File: src/rtl/hue_stage2_pkg.sv
// hue_stage2_pkg: shared constants for the hue pipeline final stage.
//   - function codes (which channel held the maximum)
//   - per-code hue offsets in degrees
//   - hue range and width
package hue_stage2_pkg;

  localparam int HUE_W   = 9;
  localparam int HUE_MAX = 360;
  localparam int CODE_W  = 2;

  typedef enum logic [CODE_W-1:0] {
    FN_NONE  = 2'd0,
    FN_RED   = 2'd1,
    FN_GREEN = 2'd2,
    FN_BLUE  = 2'd3
  } func_e;

  localparam logic [HUE_W-1:0] OFF_RED   = 9'd0;
  localparam logic [HUE_W-1:0] OFF_GREEN = 9'd120;
  localparam logic [HUE_W-1:0] OFF_BLUE  = 9'd240;

  // Code 0 is never produced upstream; it falls back to the red offset.
  function automatic logic [HUE_W-1:0] hue_offset(input logic [CODE_W-1:0] code);
    logic [HUE_W-1:0] off;
    off = OFF_RED;
    case (func_e'(code))
      FN_GREEN: off = OFF_GREEN;
      FN_BLUE:  off = OFF_BLUE;
      default:  off = OFF_RED;
    endcase
    return off;
  endfunction

endpackage

File: src/rtl/hue_code_fifo.sv
// hue_code_fifo: in-order synchronous FIFO for per-pixel function codes.
// Ports:
//   clk, rst      clock, asynchronous active-high reset (empties the FIFO)
//   push, wdata   write request and data; refused when full unless popping
//   pop, rdata    read request; rdata is the head entry (first-word fall-through)
//   full, empty   occupancy flags
module hue_code_fifo
  import hue_stage2_pkg::*;
#(
  parameter int DEPTH = 16,
  parameter int WIDTH = CODE_W
) (
  input  logic             clk,
  input  logic             rst,
  input  logic             push,
  input  logic             pop,
  input  logic [WIDTH-1:0] wdata,
  output logic [WIDTH-1:0] rdata,
  output logic             full,
  output logic             empty
);

  localparam int AW = $clog2(DEPTH);

  logic [WIDTH-1:0] mem [DEPTH];
  logic [AW:0]      wr_ptr;
  logic [AW:0]      rd_ptr;
  logic             do_push;
  logic             do_pop;

  // Extra pointer MSB distinguishes full from empty when the indices match.
  assign empty = (wr_ptr == rd_ptr);
  assign full  = (wr_ptr[AW] != rd_ptr[AW]) && (wr_ptr[AW-1:0] == rd_ptr[AW-1:0]);

  // A pop frees a slot in the same cycle, so a full FIFO still accepts a push.
  assign do_pop  = pop & ~empty;
  assign do_push = push & (~full | do_pop);

  assign rdata = mem[rd_ptr[AW-1:0]];

  always_ff @(posedge clk or posedge rst) begin
    if (rst) begin
      wr_ptr <= '0;
      rd_ptr <= '0;
    end else begin
      if (do_push) wr_ptr <= wr_ptr + {{AW{1'b0}}, 1'b1};
      if (do_pop)  rd_ptr <= rd_ptr + {{AW{1'b0}}, 1'b1};
    end
  end

  always_ff @(posedge clk) begin
    if (do_push) mem[wr_ptr[AW-1:0]] <= wdata;
  end

endmodule

File: src/rtl/hue_stage2.sv
// hue_stage2: final hue pipeline stage. Pairs each divider ratio with the
// function code queued ahead of it and converts to hue degrees 0..359.
// Ports:
//   i_clk, i_rst   clock, asynchronous active-high reset
//   i_func_valid   push i_function into the code FIFO
//   i_function     function code 1=red max, 2=green max, 3=blue max
//   i_div_valid    divider result valid; pops one code
//   i_ratio        signed ratio: sign, 1 integer bit, FRAC_W fraction bits
//   i_err_clr      clears o_err
//   o_hue          hue in degrees, held when o_valid is low
//   o_valid        single-cycle pulse per result, 2 cycles after i_div_valid
//   o_err          sticky FIFO overflow/underflow flag
// Build option: define HUE_ROUND_EN for round-half-up degrees; otherwise floor.
module hue_stage2
  import hue_stage2_pkg::*;
#(
  parameter int FIFO_DEPTH = 16,
  parameter int FRAC_W     = 8
) (
  input  logic              i_clk,
  input  logic              i_rst,
  input  logic              i_func_valid,
  input  logic [1:0]        i_function,
  input  logic              i_div_valid,
  input  logic [FRAC_W+1:0] i_ratio,
  input  logic              i_err_clr,
  output logic [8:0]        o_hue,
  output logic              o_valid,
  output logic              o_err
);

  localparam int RW  = FRAC_W + 2;
  localparam int PW  = FRAC_W + 9;
  localparam int HCW = HUE_W + 3;
  localparam int HALF = 1 << (FRAC_W - 1);

  localparam logic signed [RW-1:0] SAT_POS = RW'(1 << FRAC_W);
  localparam logic signed [RW-1:0] SAT_NEG = RW'(-(1 << FRAC_W));

  logic [CODE_W-1:0] fifo_code;
  logic              fifo_full;
  logic              fifo_empty;
  logic              err_new;

  logic signed [RW-1:0] ratio_s;
  logic signed [RW-1:0] ratio_sat;

  logic                 a_valid;
  logic [CODE_W-1:0]    a_code;
  logic signed [RW-1:0] a_ratio;

  logic signed [PW-1:0]  r_ext;
  logic signed [PW-1:0]  p;
  logic signed [PW-1:0]  p_rnd;
  logic signed [PW-1:0]  d;
  logic signed [HCW-1:0] h_sum;
  logic signed [HCW-1:0] h_wrap;

  hue_code_fifo #(
    .DEPTH(FIFO_DEPTH),
    .WIDTH(CODE_W)
  ) u_fifo (
    .clk   (i_clk),
    .rst   (i_rst),
    .push  (i_func_valid),
    .pop   (i_div_valid),
    .wdata (i_function),
    .rdata (fifo_code),
    .full  (fifo_full),
    .empty (fifo_empty)
  );

  // Underflow counts even if a push lands in the same cycle; overflow only
  // when no pop frees a slot.
  assign err_new = (i_div_valid & fifo_empty) |
                   (i_func_valid & fifo_full & ~i_div_valid);

  always_ff @(posedge i_clk or posedge i_rst) begin
    if (i_rst) begin
      o_err <= 1'b0;
    end else if (err_new) begin
      o_err <= 1'b1;
    end else if (i_err_clr) begin
      o_err <= 1'b0;
    end
  end

  // Saturation bounds divide-by-zero garbage from gray pixels to +/-1.0.
  always_comb begin
    ratio_s   = signed'(i_ratio);
    ratio_sat = ratio_s;
    if (ratio_s > SAT_POS)      ratio_sat = SAT_POS;
    else if (ratio_s < SAT_NEG) ratio_sat = SAT_NEG;
  end

  always_ff @(posedge i_clk or posedge i_rst) begin
    if (i_rst) begin
      a_valid <= 1'b0;
      a_code  <= '0;
      a_ratio <= '0;
    end else begin
      a_valid <= i_div_valid & ~fifo_empty;
      if (i_div_valid & ~fifo_empty) begin
        a_code  <= fifo_code;
        a_ratio <= ratio_sat;
      end
    end
  end

  always_comb begin
    r_ext = PW'(a_ratio);
    p     = (r_ext <<< 6) - (r_ext <<< 2);
`ifdef HUE_ROUND_EN
    p_rnd = p + PW'(HALF);
`else
    p_rnd = p;
`endif
    d      = p_rnd >>> FRAC_W;
    h_sum  = HCW'(d) + $signed({3'b000, hue_offset(a_code)});
    h_wrap = h_sum;
    if (h_sum < 0)             h_wrap = h_sum + HCW'(HUE_MAX);
    else if (h_sum >= HUE_MAX) h_wrap = h_sum - HCW'(HUE_MAX);
  end

  always_ff @(posedge i_clk or posedge i_rst) begin
    if (i_rst) begin
      o_valid <= 1'b0;
      o_hue   <= '0;
    end else begin
      o_valid <= a_valid;
      if (a_valid) o_hue <= h_wrap[HUE_W-1:0];
    end
  end

endmodule

File: config.mk
export PLATFORM = sky130hd
export DESIGN_NAME = hue_stage2
export DESIGN_NICKNAME = d
export VERILOG_FILES = /design/src/rtl/hue_stage2_pkg.sv /design/src/rtl/hue_code_fifo.sv /design/src/rtl/hue_stage2.sv
export SDC_FILE = /design/constraint.sdc
export NUM_CORES = 1
export LEC_CHECK = 0
export CORE_UTILIZATION = 58
export DETAILED_ROUTE_END_ITERATION = 7
export HOLD_SLACK_MARGIN = 0.05
export PLACE_DENSITY = 0.79
export SYNTH_ARGS = -nofsm -noshare
export SYNTH_HDL_FRONTEND = slang
export SYNTH_SLANG_ARGS = --single-unit
File: constraint.sdc
create_clock -name i_clk -period 4.6 [get_ports i_clk]
set_input_delay 1.38 -clock i_clk [delete_from_list [all_inputs] [get_ports i_clk]]
set_output_delay 1.38 -clock i_clk [all_outputs]
set_load 0.01 [all_outputs]
# == After elaboration in Yosys (flattened, before gate mapping) ==
# Memory sizes are Yosys's and may differ from the RTL's. A register that Yosys moved wholly into a read port is not among the register bits.
# Index checks and enable logic that the tools add are counted.
# word_totals
ff_bits,32
latch_bits,0
ramBits,32
rom_bits,0
input_bits,17
out_inout_bits,11
wordCells,44
mem_count,1
# op_classes
n_addsub,6
n_mul,0
n_div,0
n_lt_le_gt_ge,4
eq_ne,5
n_shift,0
n_mux,9
n_bitwise,10
reduce_logical,2
# mem_list
name,words,word_bits,read_ports,rd_clocked_by_memory_dff,wr,line,source
u_fifo.mem,16,2,1,1,1,hue_code_fifo.sv:25,logic [WIDTH-1:0] mem [DEPTH];
# op_table
operator,n
$mux 10,2
$mux 9,2
$sub 16x12->17,1
$pmux 8 s2,1
$add 5x1->5 const B,2
$add 9x9->10,1
$ge 10x10->1 const B,1
$gt 10x10->1 const B,1
$lt 10x1->1 const B,1
$lt 10x9->1 const B,1
$add 9x9->9 const B,1
$sub 9x9->9 const B,1
$and 1x1->1,5
$eq 5x5->1,1
$eq 2x2->1 const B,2
$eq 4x4->1,1
$mux 1,4
$not 1->1,3
$or 1x1->1,2
$reduce_bool 2->1,1
$logic_and 1x1->1,1
$ne 1x1->1,1

# == Longest topological paths before layout ==
# Gate-level depths: netlist of run 1.
# logic_depth
ltp_word,7
ltp_mapped,18
ltp_nobuf,18

# == Modules after synthesis ==
# From an unflattened synthesis of run 1, not the netlist that was laid out.
# unflattened
cells_unflattened,330
hier_area_um2,3814.9
# by_module_without_submodules
mod,n_inst,cells_each,area_each_um2,seq_area_each_um2
hue_code_fifo,1,122,1965.6,1211.2
hue_stage2,1,208,1849.3,600.6

# == Worst setup path before layout of run 1 ==
# No wires, ideal clock.
# synth_path
path_type,register -> register
from,register a_ratio[2]
to,register o_hue[3]
setup_time_ps,125
arrival_time_ps,3710
required_ps,4475
path_slack_ps,766
stages_incl_launch_ff,18
n_path_buf,0
synth_period_minus_slack_ps,3834
cell_sequence,dfrtp_1 -> ha_1 -> nand4b_1 -> o211ai_4 -> o21a_1 -> o21a_1 -> o21a_1 -> nor2_1 -> ha_1 -> inv_1 -> fa_1 -> nand2b_1 -> a21oi_1 -> xor2_1 -> a31oi_1 -> o31ai_1 -> xnor2_1 -> mux2_2
# synth_between
elab_chain_len,5
word_cells_on_any_way,8
classes_between,add/sub (4); order compare (2); mux (2)
# synth_rtl
item,line,source
from (decl),hue_stage2.sv:50,logic signed [RW-1:0] a_ratio;
from (signal assigned),hue_stage2.sv:105,a_ratio <= ratio_sat;
$sub 16x12->17 *,hue_stage2.sv:112,p = (r_ext <<< 6) - (r_ext <<< 2);
$add 9x9->10 *,hue_stage2.sv:119,"h_sum = HCW'(d) + $signed({3'b000, hue_offset(a_code)});"
$sub 9x9->9 or $ge 10x10->1 (tied branches),hue_stage2.sv:122,else if (h_sum >= HUE_MAX) h_wrap = h_sum - HCW'(HUE_MAX);
$mux 9,hue_stage2.sv:122,
$mux 9 *,hue_stage2.sv:121,if (h_sum < 0) h_wrap = h_sum + HCW'(HUE_MAX);
to (signal assigned),hue_stage2.sv:131,if (a_valid) o_hue <= h_wrap[HUE_W-1:0];
to (decl),hue_stage2.sv:27,"output logic [8:0] o_hue,"
# Mark *: on every way between the ends. The rest lies on a longest branch, timed or not.
# A chain may end at the register's enable or synchronous reset.

# == Worst setup path after layout of run 1 ==
# Ends and elaborated chain as after synthesis.

==> results.yml, run 1 <==
run_status:
  status: "complete, no violations"
timing:
  setup_tns_ns: 0
  finalCriticalPeriod_ns: 4.25
  finClkSkew_ns: 0.00985
  relSlewSlack_pct: 44.2
  worst_pin_slew_ns: 0.833
  finalSetupViolations: 0
  slew_viol_final: 0
  finalHoldViolations: 0
  grt_setup_unrepaired: "no"
  fin_crit_sh_pct: 92.5
  fmax_ghz: 0.235
min_path:
  min_delay_path_depth: 1
  hold_class: "flop to flop"
clocking:
  postCtsHoldBufs: 0
  cts.reportedPaths.clkPinSlew_ns: 0.08
  ctsLongestPathBuffers: 2
  htreeDepth: 3
  cts_tree: "done"
  post-cts-setup-buffers: 0
  cts-buffers-inserted: 9
  root_buffer: "clkbuf_8"
  clk_latency_ns: 0.34
  clkSinkCount: 66
  post_cts_resized: 0
yosys:
  async_reset_ff_share_pct: 51.5
  synth_area_um2: 3620
  synth_top_area_share_pct: 26.5
  synth_edf_count: 32
  ys_top_cells_by_area: "edfxtp_1, dfrtp_1, ha_1, mux4_2, xnor2_1"
  seq_area_frac_synth_pct: 50.1
  synth_ff_type: "dfrtp_1"
  syn_avg_cell_area_um2: 11.8
  synth_top_area_cell: "edfxtp_1"
  ys_types: 49
  postSynthCellCount: 306
  synth_nets: 346
  yosysWarnings: 0
  ys_seq_elements: 66
floorplanning:
  ios: 28
  dieHeight_um: 81
  core_area_um2: 5960
  initial_core_util_pct: 60.8
  die_w_um: 81
  core.rowCount: 28
  die_area_um2: 6560
global_route:
  grt_pass1_wl_um: 12100
  gr-total-overflow: 0
  grt_pass1_vias: 2572
  antenna_found_initial: 0
  grt_max_degree: 35
  grt.total_usage_pct: 25.2
drt:
  drc: 0
  vias: 2479
  avgRoutedWirePerCell_um: 16.9
  dr.pass1.iters: 4
  drtIter0Drc: 209
  ant_nets: 0
  via_per_inst: 5.96
  wl_um: 7050
job:
  drv_cap: 0
critical_path:
  critPathKind: "flop to flop"
  end_kind: "flop"
  crit_required_ns: 4.83
  crit_fanout: 6
  rr_worst_depth: 17
  cp-start-kind: "flop"
  arrival_ns: 4.49
cells_and_area:
  final_layout_size_suffix_gt1_share_pct: 12.0
  area_growth_pct: 15.3
  diodes: 0
  nNetsFinal: 376
place:
  place_hpwl_um: 5030
  gp_congestion: 0.823
  portBuffers: 27
==> worst paths after layout <==
| check | slack (ns) | from | to |
|---|---|---|---|
| max reg2reg | 0.35 | a_ratio[2] | o_hue[3] |
| max in group asynchronous | 2.84 | i_rst | o_hue[6] |
| min reg2reg | 0.50 | o_hue[2] | o_hue[2] |
| min | 0.50 | o_hue[2] | o_hue[2] |
| min in group asynchronous | 1.43 | i_rst | u_fifo.rd_ptr[4] |
| max | 0.35 | a_ratio[2] | o_hue[3] |
==> cell usage after synthesis (all sizes together) (2+ instances only) <==
cell,count
o41ai,2
and2,3
a21oi,12
xor2,6
clkbuf,9
nand3,7
o31a,2
o2bb2ai,3
inv,16
edfxtp,32
nand2,25
nand4b,2
mux4,10
nand2b,5
buf,2
nor2b,2
dfrtp,34
a22o,4
nor4,3
mux2,6
nand4,6
ha,22
o21ai,12
a31oi,2
and3,2
mux2i,2
o21a,5
nor2,25
xnor2,17
nor3,9
o31ai,4
a21o,4
==> cells by family after synthesis <==
logic type | Yosys count | share of synthesized area, %
AO/OA/AOI/OAI | 59 | 12.2
XOR/XNOR | 23 | 5.57
adder cells (fa/ha/maj) | 23 | 8.16
buffers and inverters | 27 | 3.01
flip-flops | 66 | 50.1
multiplexers | 18 | 8.75
AND/OR/NAND/NOR | 90 | 12.2
==> per-layer routing <==
metal | share of wire [%] | vias up | wire (um) | GRT usage (%)
met3 | 3.1 | 9 | 220 | 5.62
met2 | 51 | 44 | 3580 | 43.3
met1 | 44 | 1238 | 3130 | 31.3
met5 | 0 | - | 0 | 0
met4 | 1.6 | 0 | 112 | 9.11
li1 | - | 1188 | - | -
==> stage by stage <==
step | utilization, % | worst slack (ns) | hold WS, ns | area, um^2 | cells
after floorplan | - | 0.766 | 0.372 | 3620 | 306
after global placement | 66.4 | 0.554 | 0.471 | 3960 | 400
after detailed placement | 66.4 | 0.411 | 0.481 | 3960 | 400
after CTS | 70.1 | 0.377 | 0.500 | 4180 | 416
after global routing | 70.1 | 0.0143 | 0.518 | 4180 | 416
final | 70.1 | 0.346 | 0.499 | 4180 | 416
==> critical path, stage by stage (launching register included) <==
cell      delay [ns]
dfrtp_1         0.40
ha_1            0.36
nand4b_1        0.16
o211ai_4        0.12
o21a_1          0.22
o21a_1          0.20
o21a_1          0.20
nor2_1          0.11
ha_1            0.17
inv_1           0.05
fa_1            0.43
nand2b_1        0.18
a21oi_1         0.20
xor2_1          0.16
a31oi_1         0.55
o31ai_1         0.19
xnor2_1         0.17
mux2_2          0.26
==> placed cells by master, fill, tap and decap left out, types with 3 or more instances in the layout <==
cell,netlist,layout
nand2_1,25,25
ha_1,22,22
edfxtp_1,32,32
mux2_2,5,5
o21a_1,5,5
o2bb2ai_1,3,3
nand3_1,6,6
nor2_1,25,25
a21oi_1,12,12
nor3_1,9,9
a21o_1,4,4
mux4_2,10,10
clkbuf_8,0,9
o31ai_1,4,4
nand4_1,6,6
a22o_1,4,4
o21ai_0,11,11
nand2b_1,5,5
inv_1,16,16
clkdlybuf4s50_1,0,27
xnor2_1,17,17
buf_4,0,3
nor4_1,3,3
dfrtp_1,34,34
xor2_1,6,6
==> cell type report <==
class                   instances  area [um^2]
clock buffers                   9          124
clock inverters                 7         93.8
fillers                       451         1780
inverters                      16         60.1
multi-input cells             213         1700
flip-flops and latches         66         1810
well taps                      75         93.8
repair buffers                 30          293
==> registers in the layout, indices dropped and copies added (netlist names) <==
name           count
a_code             2
a_ratio           10
a_valid            1
o_err              1
o_hue              9
o_valid            1
u_fifo.mem        32
u_fifo.rd_ptr      5
u_fifo.wr_ptr      5
Power of run 1 is not shown: default switching activity piles up to over one toggle a cycle in this logic, so the estimate is an artifact.
==> inputs of run 2 (changes only) <==
--- a/config.mk
+++ b/config.mk
@@ -9,6 +9,7 @@
 export DETAILED_ROUTE_END_ITERATION = 7
 export HOLD_SLACK_MARGIN = 0.05
 export PLACE_DENSITY = 0.79
+export SKIP_LAST_GASP = 1
 export SYNTH_ARGS = -nofsm -noshare
 export SYNTH_HDL_FRONTEND = slang
 export SYNTH_SLANG_ARGS = --single-unit
==> results of run 2 <==
Final layout, timing and power as in run 1 (identical DEF).
Power of run 2 is left out for the same reason.
